`config.mk`:
```
export PLATFORM = sky130hd
export DESIGN_NAME = imem_loader
export DESIGN_NICKNAME = d
export VERILOG_FILES = /design/src/rtl/imem_loader_pkg.sv /design/src/rtl/imem_loader.sv
export SDC_FILE = /design/constraint.sdc
export NUM_CORES = 1
export LEC_CHECK = 0
export ABC_AREA = 0
export CORE_MARGIN = 2
export CORE_UTILIZATION = 45
export DETAILED_ROUTE_END_ITERATION = 6
export PLACE_DENSITY_LB_ADDON = 0.1
export RECOVER_POWER = 50
export SYNTH_ARGS = -nofsm -noshare
export SYNTH_HDL_FRONTEND = slang
export SYNTH_SLANG_ARGS = --single-unit
```
`constraint.sdc`:
```
create_clock -name clk -period 2.4 [get_ports clk]
set_clock_uncertainty 0.05 [all_clocks]
set_input_delay 0.48 -clock clk [delete_from_list [all_inputs] [get_ports clk]]
set_output_delay 0.48 -clock clk [all_outputs]
set_load 0.01 [all_outputs]
```
`src/rtl/imem_loader_pkg.sv`:
```
// imem_loader_pkg: shared state encoding, sync marker and memory geometry defaults
package imem_loader_pkg;
  localparam int IMEM_ADDR_W = 12;
  localparam int IMEM_INSTR_W = 19;
  localparam logic [7:0] SYNC_BYTE = 8'hA5;
  typedef enum logic [3:0] {
    IDLE, ADDR_HI, ADDR_LO, CNT_HI, CNT_LO, DATA0, DATA1, DATA2, CSUM
  } loader_state_t;
endpackage

```
`src/rtl/imem_loader.sv`:
```
// imem_loader: byte-stream frame parser writing instruction words into imem
module imem_loader import imem_loader_pkg::*; #(
  parameter int ADDR_W = IMEM_ADDR_W,
  parameter int INSTR_W = IMEM_INSTR_W
) (
  input  logic               clk,
  input  logic               rst,
  input  logic [7:0]         in_data,
  input  logic               in_valid,
  output logic               in_ready,
  output logic               wr_en,
  output logic [ADDR_W-1:0]  wr_addr,
  output logic [INSTR_W-1:0] wr_data,
  output logic               cpu_hold,
  output logic               done,
  output logic               err
);
  loader_state_t state;
  logic [ADDR_W-1:0] addr;
  logic [11:0] cnt;
  logic [7:0] csum;
  logic [15:0] sh;
  logic xfer;
  assign xfer = in_valid && in_ready;
  // sh holds the last two accepted bytes: header high nibbles and B0/B1 of a word
  always_ff @(posedge clk or negedge rst) begin
    if (!rst) begin
      state <= IDLE;
      addr <= '0;
      cnt <= '0;
      csum <= '0;
      sh <= '0;
      in_ready <= 1'b0;
      wr_en <= 1'b0;
      wr_addr <= '0;
      wr_data <= '0;
      cpu_hold <= 1'b0;
      done <= 1'b0;
      err <= 1'b0;
    end else begin
      in_ready <= 1'b1;
      wr_en <= 1'b0;
      done <= 1'b0;
      if (xfer) begin
        sh <= {sh[7:0], in_data};
        if (state != IDLE && state != CSUM) csum <= csum ^ in_data;
        case (state)
          IDLE: if (in_data == SYNC_BYTE) begin
            state <= ADDR_HI;
            csum <= '0;
            err <= 1'b0;
            cpu_hold <= 1'b1;
          end
          ADDR_HI: begin
            err <= err | (|in_data[7:4]);
            state <= ADDR_LO;
          end
          ADDR_LO: begin
            addr <= ADDR_W'({sh[3:0], in_data});
            state <= CNT_HI;
          end
          CNT_HI: begin
            err <= err | (|in_data[7:4]);
            state <= CNT_LO;
          end
          CNT_LO: begin
            cnt <= {sh[3:0], in_data};
            state <= ({sh[3:0], in_data} != 12'd0) ? DATA0 : CSUM;
          end
          DATA0: begin
            err <= err | (|in_data[7:INSTR_W-16]);
            state <= DATA1;
          end
          DATA1: state <= DATA2;
          DATA2: begin
            wr_en <= 1'b1;
            wr_addr <= addr;
            wr_data <= INSTR_W'({sh, in_data});
            addr <= addr + ADDR_W'(1);
            cnt <= cnt - 12'd1;
            state <= (cnt == 12'd1) ? CSUM : DATA0;
          end
          CSUM: begin
            err <= err | (csum != in_data);
            done <= 1'b1;
            cpu_hold <= 1'b0;
            state <= IDLE;
          end
          default: state <= IDLE;
        endcase
      end
    end
  end
endmodule

```
Yosys cells after proc, flatten, opt, wreduce, memory -nomap -nowiden
Index checks and enable logic that the tools add are counted.
- output and inout port bits: 36
- bits of input ports: 11
- logic and storage cells: 66
- register bits: 83
- equal/unequal tests: 13
- reductions and logical operators: 18
- mux-type cells: 17
- bitwise gates (word level): 4
- $add $sub $neg: 2
- operator list (operator ; count):
    12-bit one-hot mux with 2 select lines ; 2
    4-bit one-hot mux with 8 select lines ; 1
    8-bit two-way mux ; 3
    4-bit by 3-bit == test with 1-bit output (second input constant) ; 4
    12-bit by 1-bit adder with 12-bit output (second input constant) ; 1
    12-bit by 1-bit == test with 1-bit output (second input constant) ; 1
    4-bit two-way mux ; 3
    12-bit nonzero test ; 1
    12-bit by 1-bit subtractor with 12-bit output (second input constant) ; 1
    4-bit by 2-bit == test with 1-bit output (second input constant) ; 2
    8-bit == test (second input constant) ; 1
    8-bit inequality test ; 1
    2-bit AND reduction ; 4
    4-bit nonzero test ; 2
    8-bit XOR ; 1
    1-bit two-way mux ; 6
    3-bit AND reduction ; 2
    2-bit nonzero test ; 3
    5-bit OR reduction ; 1
    4-bit by 1-bit == test with 1-bit output (second input constant) ; 1
    4-bit == test (second input constant) ; 1
    4-bit zero test ; 1
    4-bit inequality test (second input constant) ; 1
    1-bit one-hot mux with 4 select lines ; 1
    other kinds (6) ; 9

Logic depth before layout (Yosys ltp)
- word-level depth: 5
- depth in mapped cells: 7
- mapped depth without buffers: 7

Worst setup path after synthesis
No wires, ideal clock.
- path kind: input -> register
- from: input in_data[6]
- to: register err
- library setup time: 119 ps
- stages on the path: 6
- path buffers: 1
- data required time: 2231 ps
- path slack: 654 ps
- data arrival time: 1576 ps
- cells stage by stage: buf_2 nor4_4 a2111oi_0 or3b_1 a31oi_1 nor2_1
- word-level cells in the longest chain between the ends: 3
- elaborated cells between the ends (all ways): 10
- classes of those cells: 3 x eq/ne; 1 x mux; 3 x bitwise; 3 x reduce/logical
- ends and longest elaborated chain (element ; RTL line ; RTL):
    start, declared ; imem_loader.sv:8 ; input logic [7:0] in_data,
    8-bit inequality test, or another cell as far along ; imem_loader.sv:84 ; err <= err | (csum != in_data);
    1-bit bitwise OR, or another cell as far along ; imem_loader.sv:84 ;
    1-bit one-hot mux with 4 select lines or 3-bit AND reduction (tied branches) ; - ;
    end signal, assigned ; imem_loader.sv:55 ; err <= err | (|in_data[7:4]);
    end signal, assigned ; imem_loader.sv:63 ; err <= err | (|in_data[7:4]);
    end signal, assigned ; imem_loader.sv:84 ;
    end, declared ; imem_loader.sv:16 ; output logic err
Parallel ways exist; a longest one is shown, timed or not.
A chain may end at the register's enable or synchronous reset.

Worst setup path in the final report
- from: register state[3]
- to: register cnt[11]
- word-level cells in the longest chain between the ends: 3
- elaborated cells between the ends (all ways): 5
- classes of those cells: 2 x eq/ne; 1 x mux; 2 x reduce/logical
- ends and longest elaborated chain (element ; RTL line ; RTL):
    start, declared ; imem_loader.sv:18 ; loader_state_t state;
    start signal, assigned ; imem_loader.sv:68 ; state <= ({sh[3:0], in_data} != 12'd0) ? DATA0 : CSUM;
    start signal, assigned ; imem_loader.sv:81 ; state <= (cnt == 12'd1) ? CSUM : DATA0;
    4-bit by 3-bit == test with 1-bit output ; imem_loader.sv:47 ; case (state)
    2-bit nonzero test (no line) ; - ;
    2-bit AND reduction (no line) ; - ;
    end signal, assigned ; imem_loader.sv:67 ; cnt <= {sh[3:0], in_data};
    end signal, assigned ; imem_loader.sv:80 ; cnt <= cnt - 12'd1;
    end, declared ; imem_loader.sv:20 ; logic [11:0] cnt;
Parallel ways exist; a longest one is shown, timed or not.

==> results.py <==
metrics = {
    "grt": {
        "grt_max_degree": 36,
        "grt_pass1_vias": 3063,
        "grtUsageTotal_pct": 20.7,
        "grt_first_pass_wirelength_mm": 15.9,
        "gr-total-overflow": 0,
        "grt_antenna_before_repair": 0,
    },
    "synth": {
        "yosys.area.top_type_share_pct": 51.1,
        "synth_area_um2": 4060,
        "synthTopCellsByCount": "dfrtp_1, mux2_2, nor2_1",
        "yosys.area.top_type": "dfrtp_1",
        "synth_nets": 395,
        "ys_ff_latch": 83,
        "async_reset_ff_share_pct": 100,
        "ys_top_cells_by_area": "dfrtp_1, mux2_2, nor2_1",
        "yosysSeqAreaShare_pct": 51.1,
        "ys_warn_count": 0,
        "synth.most_common_cell": "dfrtp_1",
        "syn_avg_cell_area_um2": 10.7,
        "ys.flop_type": "dfrtp_1",
        "synthCells": 381,
        "synth_cell_type_count": 55,
        "synth_edf_count": 0,
    },
    "floorplanning": {
        "rows": 34,
        "die_h_um": 99.0,
        "fp.dieW_um": 99.0,
        "coreArea_um2": 8720,
        "initial_core_util_pct": 46.6,
        "pin_count": 47,
        "die_area_um2": 9810,
    },
    "clock_tree": {
        "clkTransAtPathRegs_ps": 90,
        "cts_made_buffers": 9,
        "clk_latency_ps": 360,
        "cts.repair.resized": 0,
        "cts_tree": "built",
        "cts_hold_buf": 0,
        "htree_levels": 3,
        "clock_path_buffers": 2,
        "post-cts-setup-buffer-count": 0,
        "clockRootBuffer": "clkbuf_8",
        "cts.sinks": 83,
    },
    "power": {
        "p_per_area_nw_per_um2": 917,
        "peakVddDrop_uv": 477,
        "p_leak_nw": 2.11,
        "total_power_mw": 4.47,
    },
    "job": {
        "cap_violations": 0,
    },
    "sta": {
        "fmax_mhz": 494,
        "final_hold_viol_count": 0,
        "setup_violations": 0,
        "finalSetupTns_ps": 0,
        "whs_ps": 10.2,
        "rsz0062_at_grt": "no",
        "finalCritPeriodShare_pct": 84.4,
        "max_slew_margin_pct": 41.5,
        "period_needed_ps": 2030,
        "slew_viol_final": 0,
        "worstMarginPinSlew_ps": 877,
    },
    "worst_hold_path": {
        "min_path_type": "input port to asynchronous set/reset pin",
    },
    "routing": {
        "first_pass_iters": 4,
        "routedWlPerCell_um": 17.2,
        "drtAntennaViolNets": 0,
        "drt_iter0_markers": 122,
        "via_per_inst": 5.63,
        "drc": 0,
        "wirelength_mm": 9.44,
        "vias": 3094,
    },
    "critical_path": {
        "critPathMaxFanout": 26,
        "worstPathArrival_ps": 2260,
        "worstPathRequired_ps": 2630,
        "cp-end-kind": "flip-flop",
        "worst-setup-path-type": "flip-flop to flip-flop",
        "start_kind": "flip-flop",
    },
    "placement": {
        "place_area_um2": 4730,
        "io_buffers": 46,
        "place_hpwl_mm": 6.49,
        "gp_congestion": 0.817,
    },
    "final_layout": {
        "final_nets": 451,
        "final_area_um2": 4880,
        "n_antenna_cell": 0,
        "syn_to_final_growth_pct": 20.0,
        "final_layout_size_suffix_gt1_share_pct": 20.1,
    },
    "outcome": {
        "status": "finished, final reports clean",
    },
}
-- state kept, by name, indices dropped and copies added, names as in the netlist --
signal	count
err	1
done	1
csum	8
cpu_hold	1
sh	11
cnt	12
wr_data	19
state	4
wr_en	1
addr	12
in_ready	1
wr_addr	12
-- routing by layer --
layer	up-vias	global-route usage, %	part of all wire [%]
li1	1468	-	-
met3	10	3.48	3.6
met1	1560	30.5	49
met5	-	0	0
met4	0	7.38	1.6
met2	56	31.1	46
-- cells in the final DEF, fill, tap and decap left out, drive strengths merged, types with 4 or more instances in the layout --
cell type,n
inv,7
or3,4
o22a,6
o21ai,25
nor3,11
nand3,7
mux2,41
clkbuf,14
and3,4
buf,22
xor2,8
nor2,40
clkdlybuf4s50,43
nand2,33
a21oi,27
a31oi,6
dfrtp,83
xnor2,11
nand4,5
-- critical path, cell delays in order (launching register included) --
cell and delay [ps]:
dfrtp_1 600, nand4b_2 250, clkbuf_2 470, nor2_1 160
a41o_1 270, a21oi_1 150
-- area by class of cell --
type	instances	area, µm²
Clock buffer	10	128
Clock inverter	6	48.8
Inverter	4	15.0
Tap cell	108	135
Timing Repair Buffer	71	662
Multi-Input combinational cell	268	1810
Sequential cell	83	2080
Fill cell	764	3840
-- logic make-up (layout without fill, tap and decap cells) --
kind of cell	Yosys count	in the layout	share of synthesized area, %
DFF	83	83	51.1
other	1	1	0.0923
AOI/OAI and AO/OA	84	84	12.8
adders and majority gates	3	3	0.924
buffers and inverters	30	91	4.22
xor gates and xnor gates	19	19	4.09
muxes	41	41	11.4
and+or+nand+nor	120	120	15.4
-- per-stage QoR --
stage	util (%)	instances	setup slack, ps
after floorplan	-	381	654
after global placement	54.2	534	101
after detailed placement	54.2	534	65.9
after CTS	56.2	550	462
after global routing	55.9	550	219
final	55.9	550	375
-- worst paths after layout --
kind                       depth (start not counted)          end  slack, ps      from
min                                                1     state[3]         10       rst
max reg2reg                                        5      cnt[11]        370  state[3]
max                                                5      cnt[11]        370  state[3]
min in group clk                                   1     cpu_hold        440  cpu_hold
min reg2reg                                        1     cpu_hold        440  cpu_hold
max in group asynchronous                          2  wr_data[15]       1090       rst
-- report_power, final --
group,total (mW),leakage [nW],internal [mW],switching [mW]
clock,0.946,0.0852,0.389,0.557
combinational,1.31,0.966,0.673,0.636
sequential,2.22,1.06,1.79,0.429
Power figures use the tool's default switching activity.
